File: src/rtl/uart_pkg.sv
// Shared definitions for the UART receive path: FSM state encoding,
// default frame geometry and the frame-length helper.
package uart_pkg;

  typedef enum logic [1:0] {
    ST_IDLE  = 2'd0,
    ST_START = 2'd1,
    ST_BITS  = 2'd2
  } rx_state_e;

  localparam int OVERSAMPLE_DEF = 16;
  localparam int DATA_BITS_DEF  = 8;
  localparam int PARITY_EN_DEF  = 1;

  // Bits strobed after the start bit: data, optional parity, stop.
  function automatic int frame_bits(input int data_bits, input int parity_en);
    return data_bits + parity_en + 1;
  endfunction

endpackage

File: src/rtl/uart_sync_2ff.sv
// Two-flop synchroniser for the asynchronous rx line; resets to the idle
// (high) level so a reset never looks like a falling edge.
module uart_sync_2ff (
  input  logic clk,
  input  logic rst,
  input  logic d_i,
  output logic q_o
);

  logic meta_q;
  logic sync_q;

  always_ff @(posedge clk or posedge rst) begin
    if (rst) begin
      meta_q <= 1'b1;
      sync_q <= 1'b1;
    end else begin
      meta_q <= d_i;
      sync_q <= meta_q;
    end
  end

  assign q_o = sync_q;

endmodule

File: src/rtl/uart_rx_sampler.sv
// UART receive front end: start-bit validation and per-bit strobes using a
// 3-sample majority vote on the oversampling tick.
module uart_rx_sampler
  import uart_pkg::*;
#(
  parameter int OVERSAMPLE = OVERSAMPLE_DEF,
  parameter int DATA_BITS  = DATA_BITS_DEF,
  parameter int PARITY_EN  = PARITY_EN_DEF
) (
  input  logic clk,
  input  logic rst,
  input  logic baud_tick,
  input  logic rx,
  input  logic abort,
  output logic start_bit_dec,
  output logic bit_strobe,
  output logic bit_val,
  output logic bit_last,
  output logic false_start,
  output logic busy
);

  localparam int FRAME_BITS = frame_bits(DATA_BITS, PARITY_EN);
  localparam int TICK_W     = $clog2(OVERSAMPLE);
  localparam int IDX_W      = $clog2(FRAME_BITS + 1);
  localparam logic [TICK_W-1:0] TICK_MID = TICK_W'(OVERSAMPLE / 2 - 1);
  localparam logic [TICK_W-1:0] TICK_END = TICK_W'(OVERSAMPLE - 1);
  localparam logic [IDX_W-1:0]  IDX_LAST = IDX_W'(FRAME_BITS - 1);

  function automatic logic maj3(input logic [2:0] s);
    return (s[0] & s[1]) | (s[0] & s[2]) | (s[1] & s[2]);
  endfunction

  logic              rx_s;
  rx_state_e         state_q, state_d;
  logic [TICK_W-1:0] tick_q, tick_d;
  logic [IDX_W-1:0]  idx_q, idx_d;
  logic              armed_q, armed_d;
  logic [2:0]        samp_q, samp_d;
  logic              maj;
  logic              mid_hit, end_hit;
  logic              sbd_q, sbd_d;
  logic              fs_q, fs_d;
  logic              strobe_q, strobe_d;
  logic              last_q, last_d;
  logic              val_q, val_d;
  logic              busy_q, busy_d;

  uart_sync_2ff u_sync (
    .clk (clk),
    .rst (rst),
    .d_i (rx),
    .q_o (rx_s)
  );

  always_ff @(posedge clk or posedge rst) begin : state_reg
    if (rst) begin
      state_q  <= ST_IDLE;
      tick_q   <= '0;
      idx_q    <= '0;
      armed_q  <= 1'b0;
      samp_q   <= 3'b111;
      sbd_q    <= 1'b0;
      fs_q     <= 1'b0;
      strobe_q <= 1'b0;
      last_q   <= 1'b0;
      val_q    <= 1'b0;
      busy_q   <= 1'b0;
    end else begin
      state_q  <= state_d;
      tick_q   <= tick_d;
      idx_q    <= idx_d;
      armed_q  <= armed_d;
      samp_q   <= samp_d;
      sbd_q    <= sbd_d;
      fs_q     <= fs_d;
      strobe_q <= strobe_d;
      last_q   <= last_d;
      val_q    <= val_d;
      busy_q   <= busy_d;
    end
  end

  // The vote always uses the history including this tick's sample.
  assign maj = maj3(samp_d);

  always_comb begin : next_state
    samp_d  = baud_tick ? {samp_q[1:0], rx_s} : samp_q;
    state_d = state_q;
    tick_d  = tick_q;
    idx_d   = idx_q;
    armed_d = armed_q;
    case (state_q)
      ST_IDLE: begin
        if (baud_tick) begin
          if (armed_q && !rx_s) begin
            state_d = ST_START;
            tick_d  = '0;
            armed_d = 1'b0;
          end else if (rx_s) begin
            armed_d = 1'b1;
          end
        end
      end
      ST_START: begin
        if (baud_tick) begin
          if (tick_q == TICK_MID) begin
            tick_d  = '0;
            idx_d   = '0;
            state_d = maj ? ST_IDLE : ST_BITS;
          end else begin
            tick_d = tick_q + 1'b1;
          end
        end
      end
      ST_BITS: begin
        if (baud_tick) begin
          if (tick_q == TICK_END) begin
            tick_d = '0;
            idx_d  = idx_q + 1'b1;
            if (idx_q == IDX_LAST) state_d = ST_IDLE;
          end else begin
            tick_d = tick_q + 1'b1;
          end
        end
      end
      default: state_d = ST_IDLE;
    endcase
    if (abort && (state_q != ST_IDLE)) state_d = ST_IDLE;
  end

  // Abort takes priority over any pulse decided on the same edge.
  always_comb begin : output_next
    mid_hit  = baud_tick && (state_q == ST_START) && (tick_q == TICK_MID);
    end_hit  = baud_tick && (state_q == ST_BITS) && (tick_q == TICK_END);
    sbd_d    = mid_hit && !maj && !abort;
    fs_d     = mid_hit && maj && !abort;
    strobe_d = end_hit && !abort;
    last_d   = strobe_d && (idx_q == IDX_LAST);
    val_d    = strobe_d ? maj : val_q;
    busy_d   = (state_d != ST_IDLE);
  end

  assign start_bit_dec = sbd_q;
  assign false_start   = fs_q;
  assign bit_strobe    = strobe_q;
  assign bit_last      = last_q;
  assign bit_val       = val_q;
  assign busy          = busy_q;

endmodule

File: config.mk
export PLATFORM = sky130hd
export DESIGN_NAME = uart_rx_sampler
export DESIGN_NICKNAME = d
export VERILOG_FILES = /design/src/rtl/uart_pkg.sv /design/src/rtl/uart_sync_2ff.sv /design/src/rtl/uart_rx_sampler.sv
export SDC_FILE = /design/constraint.sdc
export NUM_CORES = 1
export LEC_CHECK = 0
export CORE_ASPECT_RATIO = 1.4
export CORE_MARGIN = 10
export CORE_UTILIZATION = 50
export CTS_CLUSTER_SIZE = 28
export DETAILED_ROUTE_END_ITERATION = 8
export GPL_TIMING_DRIVEN = 0
export HOLD_SLACK_MARGIN = 0.02
export PLACE_DENSITY = 0.77
export SLEW_MARGIN = 15
export SYNTH_ARGS = -nofsm -noshare
export SYNTH_HDL_FRONTEND = slang
export SYNTH_HIERARCHICAL = 1
export SYNTH_SLANG_ARGS = --single-unit
File: constraint.sdc
create_clock -name clk -period 2.65 [get_ports clk]
set_input_delay 0.53 -clock clk [delete_from_list [all_inputs] [get_ports clk]]
set_output_delay 0.53 -clock clk [all_outputs]
set_load 0.01 [all_outputs]
Word-level counts from Yosys, hierarchy flattened

Cells that the tools add are included.

Word-level logic and storage cells: 80
Output and inout port bits: 6
Input bits: 5
Register bits after elaboration: 22

Eq/ne operators: 11
Add/subtract/negate cells: 2
Bitwise operators: 5
Reduce and logical (&&, ||, !) cells: 24
Mux-type cells: 25

Operators by type and width:

| cell                                                             | count |
|---|---|
| 4-bit two-way mux                                                | 10 |
| 2-bit two-way mux                                                | 9 |
| 1-bit logical AND                                                | 12 |
| 2-bit != test (second input constant)                            | 6 |
| 4-bit one-hot mux with 3 select lines                            | 1 |
| 5-bit AND reduction                                              | 2 |
| 4-bit by 1-bit adder with 4-bit output (second input constant)   | 2 |
| 4-bit == test (second input constant)                            | 2 |
| 4-bit one-hot mux with 2 select lines                            | 1 |
| 2-bit nonzero test                                               | 4 |
| 2-bit one-hot mux with 3 select lines                            | 1 |
| 4-bit by 3-bit == test with 1-bit output (second input constant) | 1 |
| 1-bit AND                                                        | 3 |
| 1-bit zero test                                                  | 3 |
| 3-bit two-way mux                                                | 1 |
| 3-bit AND reduction                                              | 1 |
| 3-bit nonzero test                                               | 1 |
| 2-bit by 1-bit == test with 1-bit output (second input constant) | 1 |
| 2-bit == test (second input constant)                            | 1 |
| 2-bit zero test                                                  | 1 |
| 1-bit two-way mux                                                | 2 |
| 1-bit bitwise OR                                                 | 2 |

Depth between registers and ports, before layout

Gate-level depths: netlist of the first run.

Depth in word-level cells: 10
Depth in mapped cells: 6
Gate-level depth less buffers: 6

By module

The synthesis of the first run kept the hierarchy.

Modules (own cells, without submodules):

| module          | sequential area each (um2) | area each (um2) | cells each | instances |
|---|---|---|---|---|
| uart_rx_sampler | 504.2                      | 1106.1          | 105        | 1 |
| uart_sync_2ff   | 52.6                       | 56.3            | 3          | 1 |

Worst setup path after synthesis of the first run

OpenSTA, ideal clock, no wires.

Path type: input to register
Start point: in baud_tick
End point: reg busy_q (netlist: busy)
Required time: 2568 ps
Stages on the path: 5
Data arrival time: 1727 ps
Setup slack: 841 ps
Path buffers: 1
Setup time: 82 ps
Cell sequence: buf_6 mux2_4 maj3_2 or3_4 a31oi_1

Cells in the longest elaborated chain, start to end: 10
Elaborated cells on any way between the ends: 14
Those cells by class: mux: 8; bitwise: 5; reduce/logical: 1

RTL lines:

| item                                    | line                   | source |
|---|---|---|
| start, declared                         | uart_rx_sampler.sv:12  | `input logic baud_tick,` |
| 3-bit two-way mux                       | uart_rx_sampler.sv:88  | `samp_d = baud_tick ? {samp_q[1:0], rx_s} : samp_q;` |
| 1-bit AND                               | uart_rx_sampler.sv:31  | `return (s[0] & s[1]) \| (s[0] & s[2]) \| (s[1] & s[2]);` |
| 1-bit bitwise OR (2 in series)          | uart_rx_sampler.sv:31  |  |
| 2-bit two-way mux                       | uart_rx_sampler.sv:110 | `state_d = maj ? ST_IDLE : ST_BITS;` |
| 2-bit two-way mux                       | uart_rx_sampler.sv:107 | `if (tick_q == TICK_MID) begin` |
| 2-bit two-way mux                       | uart_rx_sampler.sv:106 | `if (baud_tick) begin` |
| 2-bit one-hot mux with 3 select lines * | uart_rx_sampler.sv:93  | `case (state_q)` |
| 2-bit two-way mux *                     | uart_rx_sampler.sv:129 | `if (abort && (state_q != ST_IDLE)) state_d = ST_IDLE;` |
| 2-bit nonzero test *                    | uart_rx_sampler.sv:141 | `busy_d = (state_d != ST_IDLE);` |
| named net busy_d                        | uart_rx_sampler.sv:47  | `logic busy_q, busy_d;` |
| end signal, assigned                    | uart_rx_sampler.sv:80  | `busy_q <= busy_d;` |
| end, declared                           | uart_rx_sampler.sv:47  |  |

Mark *: on every way through the listed nets, which the timed path passes. The rest lies on a longest branch.
A chain may end at the register's enable or synchronous reset.

Final worst setup path of the first run

Start point: reg state_q[0]
End point: reg tick_q[3]

Cells in the longest elaborated chain, start to end: 3
Elaborated cells on any way between the ends: 10
Those cells by class: eq/ne: 6; mux: 1; reduce/logical: 3

RTL lines:

| item                                                          | line                  | source |
|---|---|---|
| start, declared                                               | uart_rx_sampler.sv:35 | `rx_state_e state_q, state_d;` |
| start signal, assigned                                        | uart_rx_sampler.sv:70 | `state_q <= state_d;` |
| 2-bit == test (tied with other cells)                         | uart_rx_sampler.sv:93 |  |
| 2-bit != test (no line) or 3-bit nonzero test (tied branches) | -                     |  |
| 5-bit AND reduction (no line)                                 | -                     |  |
| end signal, assigned                                          | uart_rx_sampler.sv:71 | `tick_q <= tick_d;` |
| end, declared                                                 | uart_rx_sampler.sv:36 | `logic [TICK_W-1:0] tick_q, tick_d;` |

Parallel ways exist; a longest one is shown, timed or not.

==> results of run 1 <==
-- sequential cells by signal, summed over array words and instances (netlist names), 2 cells and up --
name	flops
samp_q	3
tick_q	4
state_q	2
idx_q	4
-- worst max-delay path, stage by stage, from the launching register on --
cell,delay (ps)
dfrtp_1,430
inv_1,80
ha_1,320
nor2b_1,150
o21ai_0,300
a211oi_1,180
a221o_1,320
-- metrics by stage --
| step | util, % | instance area [sq um] | power (W) | worst slack [ps] | cells |
|---|---|---|---|---|---|
| CTS | 60.5 | 1330 | 0.000832 | 771 | 143 |
| finish | 60.5 | 1330 | 0.000820 | 764 | 143 |
| global placement | 58.1 | 1280 | 0.000567 | 778 | 139 |
| detailed placement | 58.1 | 1280 | 0.000576 | 767 | 139 |
| global route | 60.5 | 1330 | 0.000873 | 599 | 143 |
| floorplan | - | 1160 | 0.000528 | 841 | 108 |
-- cells in the mapped netlist (all sizes together), types with 2 or more instances --
master	count
dfrtp	17
a21oi	9
inv	8
ha	7
mux2	6
dfstp	5
nand2	5
nand3b	5
nor2	4
nor2b	4
a311oi	3
a31oi	3
nand3	3
o21ai	3
and2	2
and4	2
clkbuf	2
nor3	2
nor3b	2
o21a	2
-- final timing paths --
| check | end | slack, ps | start |
|---|---|---|---|
| min | u_sync/q_o | 370 | u_sync/meta_q |
| max in group asynchronous | bit_last | 1520 | rst |
| max | tick_q[3] | 760 | state_q[0] |
| min reg2reg | u_sync/q_o | 370 | u_sync/meta_q |
| max reg2reg | tick_q[3] | 760 | state_q[0] |
| min in group asynchronous | u_sync/meta_q | 550 | rst |
-- area by class of cell --
type	instances	area (sq um)	area share, %
Buffer	3	18.8	1.41
Multi-Input combinational cell	75	557	41.8
Tap cell	22	27.5	2.07
Clock inverter	1	30.0	2.25
Clock buffer	3	22.5	1.69
Sequential cell	22	557	41.8
Inverter	8	30.0	2.25
Timing Repair Buffer	9	90.1	6.76
-- routing by layer --
metal / global-route usage [%] / vias up / wire, microns
li1: - / 421 / -
met1: 9.19 / 406 / 838
met2: 16.7 / 16 / 1130
met3: 2.31 / 2 / 97
met4: 4.85 / 0 / 17
met5: 0 / - / 0
-- logic make-up after synthesis --
| group | after synthesis | share of synthesized area [%] |
|---|---|---|
| fa+ha+maj | 8 | 8.50 |
| mux | 6 | 6.13 |
| compound gates | 27 | 15.3 |
| simple gates | 34 | 18.0 |
| flops | 22 | 47.9 |
| buf+inv | 11 | 4.20 |
-- power groups by stage --
stage / clock, W / sequential, W / combinational [W]
6_report: 0.000251 / 0.000407 / 0.000162
3_5_place_dp: 0 / 0.000414 / 0.000162
3_3_place_gp: 0 / 0.000410 / 0.000156
4_1_cts: 0.000261 / 0.000407 / 0.000164
5_1_grt: 0.000277 / 0.000411 / 0.000185
2_1_floorplan: 0 / 0.000408 / 0.000120
==> impl_metrics.toml, run 1 <==
[run_status]
outcome = "finished, final reports clean"

[timing]
rsz0062_at_grt = "no"
fin_setup_tns_ps = 0
final-setup-viol-count = 0
drv_slew = 0
fin_crit_sh_pct = 71.2
finalHoldViolations = 0
slew_headroom_pct = 50.3
fin_crit_ps = 1890
worst_pin_slew_ps = 745
fin_skew_ps = 1.56
max_clock_freq_mhz = 530
hold_slack_ps = 367

[yosys]
synth_edf_count = 0
ys_async_sr_fraction_pct = 100
yosysTopAreaCell = "dfrtp_1"
ys.warnings.count = 6
synth_cells = 108
synthesis.nets = 120
yosysUniqueCellTypes = 35
synth.yosys.seq_area_share_pct = 47.9
syn-cell-area_sq_um = 1160
synthTopCellsByArea = "dfrtp_1, dfstp_2, ha_1"
netlist.area_leader.share_pct = 36.6
syn_avg_cell_area_sq_um = 10.8
synthFlopType = "dfrtp_1"
ys_seq_elements = 22

[setup_path]
critPathKind = "register to register"
crit_required_ps = 2850
crit_fanout = 4
cp-start-kind = "register"
cp-end-kind = "register"
cp.arrival_ps = 2080
reg2reg_depth = 6

[global_routing]
grt_pass1_vias = 858
grt_usage_pct = 9.33
antenna_found_initial = 0
grt_max_degree = 21
grt_pass1_wl_microns = 3510
grt-ovfl-total = 0

[clocking]
postCtsSetupBuffers = 0
clockBufferDepth = 2
clkLatencyLatePin_ps = 300
ctsHoldBuffers = 0
cts_max_level = 1
cts_resized = 0
cts_tree = "done"
path_clk_slew_ps = 120
clockRootBuffer = "clkbuf_4"
cts_buffers = 3
clock-sinks = 22

[power_and_ir_drop]
p_leak_nw = 0.578
pwr-share-seq_pct = 49.6
switchingPower_w = 0.000214
max-vdd-ir-drop_mv = 0.352
p_int_w = 0.000606
clkPwrFrac_pct = 30.7
comb_power_share_pct = 19.7
sw_frac_of_total_pct = 26.1
powerDensity_nw_per_um2 = 615

[finish]
diodes = 0
mostFrequentLayoutCell = "dfrtp_1"
final_cell_mix = "dfrtp_1, a21oi_1, clkdlybuf4s50_1, inv_1, ha_1"
layout.nets = 134
syn_to_final_growth_pct = 14.6
drive_above_1_share_pct = 15.7
fillers = 195

[floorplan]
boundaryPins = 11
dieArea_sq_um = 4680
coreArea_sq_um = 2200
die_h_microns = 77.1
initial_core_util_pct = 52.8
die_width_microns = 60.8
num_rows = 20

[placed_design]
place_hpwl_microns = 1620
place_congestion = 0.873
port_buffers = 9

[worst_hold_path]
min_path_cells = 0
hold_path_class = "register to register"

[route]
vias = 845
drc = 0
drt_pass1_iterations = 4
wirelength_microns = 2080
drt_iter0_markers = 34
avgRoutedWirePerCell_microns = 14.6
antenna_left = 0
avgViaCountPerCell = 5.91

[run]
max_cap_violations = 0
Power figures use the tool's default switching activity.
==> inputs of run 2 (changes only) <==
==> constraint.sdc (replaced) <==
create_clock -name clk -period 1.8 [get_ports clk]
set_input_delay 0.36 -clock clk [delete_from_list [all_inputs] [get_ports clk]]
set_output_delay 0.36 -clock clk [all_outputs]
set_load 0.01 [all_outputs]
==> run 2 against run 1 <==
Effect of this change: non-clock buffer count increased by 1; critical path depth unchanged; fmax increased by 6.4%; routed wire length increased by 4.0%; global-route usage unchanged; worst setup slack got worse by 740 ps; cell area increased by 2.8%; sequential cell count unchanged; largest cell class is now multi-input combinational cells; largest power group unchanged; highest routed layer unchanged.
==> impl_metrics.toml, run 2 (synthesis gave the netlist of run 1 again) <==
[floorplan]
die_width_microns = 60.8
initial_core_util_pct = 52.8
boundaryPins = 11
die_h_microns = 77.1
coreArea_sq_um = 2200
num_rows = 20
dieArea_sq_um = 4680

[finish]
layout.nets = 135
diodes = 0
drive_above_1_share_pct = 23.0
final_cell_mix = "dfrtp_1, a21oi_1, clkdlybuf4s50_1, inv_1, ha_1"
fillers = 188
largestRegisters = "idx_q (4), tick_q (4), samp_q (3)"
syn_to_final_growth_pct = 17.9
mostFrequentLayoutCell = "dfrtp_1"

[clocking]
ctsHoldBuffers = 0
cts_buffers = 3
clockBufferDepth = 2
path_clk_slew_ps = 120
clock-sinks = 22
clkLatencyLatePin_ps = 300
cts_max_level = 1
cts_tree = "done"
clockRootBuffer = "clkbuf_4"

[route]
topRoutingLayerUsed = "met4"
drc = 0
antenna_left = 0
avgViaCountPerCell = 6.00
wl_met1_microns = 875
vias = 864
wirelength_microns = 2170
wl_met2_microns = 1140
drt_iter0_markers = 33
drt_pass1_iterations = 4
avgRoutedWirePerCell_microns = 15.0
met3_length_microns = 103

[power_and_ir_drop]
max-vdd-ir-drop_mv = 0.550
p_total_w = 0.00125
clkPwrFrac_pct = 29.8
comb_power_share_pct = 22.2
sw_frac_of_total_pct = 26.9
powerDensity_nw_per_um2 = 912
switchingPower_w = 0.000336
p_int_w = 0.000914
pwr-share-seq_pct = 48.0
p_leak_nw = 0.591

[timing]
worst_pin_slew_ps = 752
finalHoldViolations = 0
max_clock_freq_mhz = 564
rsz0062_at_grt = "yes"
slew_headroom_pct = 49.8
fin_crit_ps = 1770
final-setup-viol-count = 0
fin_crit_sh_pct = 98.4
fin_setup_tns_ps = 0
fin_skew_ps = 1.01
drv_slew = 0
hold_slack_ps = 354

[setup_path]
cp-start-kind = "register"
critPathKind = "register to register"
cp.arrival_ps = 1970
cp-end-kind = "register"
ff2ff_setup_slack_ps = 30
crit_fanout = 4
crit_required_ps = 2000

[global_routing]
grt_pass1_wl_microns = 3510
grt_pass1_vias = 845
antenna_found_initial = 0
grt_max_degree = 21
grt_usage_pct = 9.33
grt-ovfl-total = 0

[placed_design]
place_congestion = 0.873
place_hpwl_microns = 1620
port_buffers = 9

[run_status]
outcome = "finished, final reports clean"

[run]
max_cap_violations = 0

[worst_hold_path]
hold_path_class = "primary input to register"
[run 2: area by class of cell]
class                   instances  area (sq um)  area share [%]
multi-input cells              75           583            42.6
flip-flops and latches         22           557            40.6
repair buffers                 11           105            7.67
clock inverters                 1          30.0            2.19
inverters                       8          30.0            2.19
well taps                      22          27.5            2.01
clock buffers                   3          22.5            1.64
plain buffers                   2          15.0            1.10
[run 2: worst max-delay path: stages, from the launching register on]
cell	delay [ps]
dfrtp_1	440
inv_1	90
ha_1	310
nor2b_2	190
nand2_1	120
and2_4	190
a221o_1	340
[run 2: path summary, 6_finish.rpt]
path | start | end | cells past startpoint
worst max-delay path | state_q[0] | tick_q[3] | 6
worst min-delay path | baud_tick | samp_q[1] | 2
worst min register to register | u_sync/meta_q | u_sync/q_o | 0
worst max register to register | state_q[0] | tick_q[3] | 6
min in group asynchronous | rst | u_sync/meta_q | 2
max in group asynchronous | rst | busy | 2
[run 2: per-stage QoR]
step	utilization, %	setup WS, ps	instances	area (sq um)
4_1_cts	60.6	28.8	142	1330
6_report	62.2	28.5	144	1370
2_1_floorplan	-	133	108	1160
3_3_place_gp	58.1	-4.88	139	1280
3_5_place_dp	58.1	-47.9	139	1280
5_1_grt	62.2	-19.7	144	1370
[run 2: layer usage]
layer / track usage (%) / vias up
li1: - / 421
met1: 9.38 / 417
met2: 16.7 / 20
met3: 2.14 / 6
met4: 4.63 / 0
met5: 0 / -
[run 2: repair_timing]
item | 4_1_cts | 5_1_grt
endpoints found under the setup margin | 5 | 5
hold endpoints to repair | 0 | 0
gates resized for setup | 2 | 6
buffers inserted | 0 | 2
[run 2: power by group through the flow]
stage | Combinational, W | Sequential, W | Clock [W]
finish | 0.000277 | 0.000600 | 0.000372
global route | 0.000311 | 0.000606 | 0.000408
CTS | 0.000246 | 0.000599 | 0.000384
detailed placement | 0.000239 | 0.000609 | 0
global placement | 0.000230 | 0.000604 | 0
floorplan | 0.000176 | 0.000601 | 0
==> inputs of run 3 (changes only) <==
--- a/config.mk
+++ b/config.mk
@@ -16,5 +16,4 @@
 export SLEW_MARGIN = 15
 export SYNTH_ARGS = -nofsm -noshare
 export SYNTH_HDL_FRONTEND = slang
-export SYNTH_HIERARCHICAL = 1
 export SYNTH_SLANG_ARGS = --single-unit
==> constraint.sdc (replaced) <==
create_clock -name clk -period 1.75 [get_ports clk]
set_input_delay 0.35 -clock clk [delete_from_list [all_inputs] [get_ports clk]]
set_output_delay 0.35 -clock clk [all_outputs]
set_load 0.01 [all_outputs]
==> run 3 against run 2 <==
Effect of this change: clock power down 25%; sequential cell count unchanged; hold slack improved by 1.2 ps; sequential power increased by 7.3%; global-route usage grew 2.2 points; sequential share of layout area fell by 4.1 points; first-iteration DRC count fell by 39%; largest cell class unchanged.
==> impl_metrics.toml, run 3 <==
[floorplan]
num_rows = 21
coreArea_sq_um = 2360
die_width_microns = 61.5
dieArea_sq_um = 4810
boundaryPins = 11
initial_core_util_pct = 51.1
die_h_microns = 78.1

[clocking]
clock-sinks = 22
cts_max_level = 1
cts_tree = "done"
ctsHoldBuffers = 0
cts_buffers = 3
path_clk_slew_ps = 120
clockBufferDepth = 2
clockRootBuffer = "clkbuf_4"
clkLatencyLatePin_ps = 300

[setup_path]
cp-end-kind = "register"
reg2reg_depth = 5
cp-start-kind = "register"
crit_required_ps = 1960
crit_fanout = 4
cp.arrival_ps = 1950
critPathKind = "register to register"

[yosys]
ys.warnings.count = 0
synth_edf_count = 0
synth_commonest_cells = "dfrtp_1, nor2_1, a21oi_1, ha_1, o21ai_0"
ys_seq_elements = 22
yosysMostFrequentCell = "dfrtp_1"
netlist.area_leader.share_pct = 35.2
syn_avg_cell_area_sq_um = 10.6
syn-cell-area_sq_um = 1210
synth_cells = 114
synth.yosys.seq_area_share_pct = 46.1
synthesis.nets = 126
synthFlopType = "dfrtp_1"
synthTopCellsByArea = "dfrtp_1, dfstp_2, ha_1"
ys_async_sr_fraction_pct = 100
yosysTopAreaCell = "dfrtp_1"
yosysUniqueCellTypes = 42

[finish]
fillers = 184
diodes = 0
syn_to_final_growth_pct = 26.5
mostFrequentLayoutCell = "dfrtp_1"
largestRegisters = "idx_q (4), tick_q (4), samp_q (3)"
drive_above_1_share_pct = 36.3
layout.nets = 148
final_cell_mix = "dfrtp_1, clkdlybuf4s50_1, a21oi_1, buf_4, nor2_1"
fin_util_pct = 64.6

[route]
wirelength_microns = 2500
drt_pass1_iterations = 5
vias = 924
avgRoutedWirePerCell_microns = 15.8
drt_iter0_markers = 20
antenna_left = 0
avgViaCountPerCell = 5.85
drc = 0

[worst_hold_path]
min_path_cells = 2
hold_path_class = "primary input to register"

[timing]
fin_crit_ps = 1750
fin_skew_ps = 1.33
finalHoldViolations = 0
rsz0062_at_grt = "yes"
drv_slew = 0
fin_crit_sh_pct = 99.8
slew_headroom_pct = 47.0
final-setup-viol-count = 0
worst_pin_slew_ps = 794
max_clock_freq_mhz = 572
hold_slack_ps = 355

[global_routing]
grt_max_degree = 23
grt-ovfl-total = 0
grt_usage_pct = 11.5
grt_pass1_vias = 1030
antenna_found_initial = 0
grt_pass1_wl_microns = 4430

[run_status]
outcome = "finished, final reports clean"

[run]
max_cap_violations = 0

[power_and_ir_drop]
p_leak_nw = 0.667
powerDensity_nw_per_um2 = 1250
max-vdd-ir-drop_mv = 0.726

[placed_design]
place_congestion = 0.845
port_buffers = 9
place_hpwl_microns = 1820
-- run 3: changes by cell type after synthesis, moves of 3 or more --
cell / change
nor2_1: +6
a311oi_1: -3
nand3b_1: -3
o21ai_0: +3
nor2b_1: -3
inv_1: -3
-- run 3: report_power, final --
group,leakage (nW),internal [W],switching [W]
combinational,0.363,0.000493,0.000488
clock,0.0210,0.000127,0.000152
sequential,0.283,0.000589,0.0000549
-- run 3: cells by family after synthesis --
logic type | after synthesis | synth area share (%)
AOI/OAI and AO/OA | 25 | 13.5
DFF | 22 | 46.1
buffers and inverters | 10 | 3.83
adders and majority gates | 7 | 7.25
muxes | 7 | 6.32
and+or+nand+nor | 43 | 23.0
-- run 3: cell type report --
class	count	area [sq um]	share of cell area [%]
sequential	22	558	36.5
tap	23	28.8	1.88
timing repair buffer	18	161	10.6
clock buffer	4	36.3	2.38
multi-input combinational	82	699	45.8
buffer	2	15.0	0.983
inverter	7	28.8	1.88
-- run 3: final timing paths --
kind | from | to | slack, ps
max | state_q[0] | tick_q[3] | 3
max reg2reg | state_q[0] | tick_q[3] | 3
min in group asynchronous | rst | bit_strobe | 480
max in group asynchronous | rst | state_q[0] | 730
min | baud_tick | samp_q[0] | 350
min reg2reg | u_sync.meta_q | u_sync.q_o | 370
-- run 3: routing by layer --
| metal | vias to the layer above | track usage [%] | routed length, microns |
|---|---|---|---|
| met3 | 4 | 2.42 | 77 |
| met5 | - | 0 | 0 |
| met1 | 452 | 12.2 | 1000 |
| met4 | 0 | 3.36 | 27 |
| li1 | 458 | - | - |
| met2 | 10 | 21.3 | 1390 |
-- run 3: critical path: stages, from the launching register on --
cell and delay [ps]:
dfrtp_2 470, ha_4 190, nor2b_4 120, a311o_1 360, or2_4 260, a211o_1 250
-- run 3: per-stage QoR --
step	setup TNS, ps	setup slack [ps]	instance area [sq um]	power, W	std cells
2_1_floorplan	0	13.7	1240	0.00121	114
3_3_place_gp	-233	-107	1360	0.00135	146
3_5_place_dp	-431	-185	1360	0.00139	146
4_1_cts	0	5.15	1480	0.00184	156
5_1_grt	-236	-77.9	1530	0.00205	158
6_report	0	2.74	1530	0.00190	158
-- run 3: timing repair --
item                                    in CTS  in global routing
pin swaps                                    6                  5
endpoints found under the setup margin       8                  8
resized for setup                            8                  7
setup buffers                                6                  3
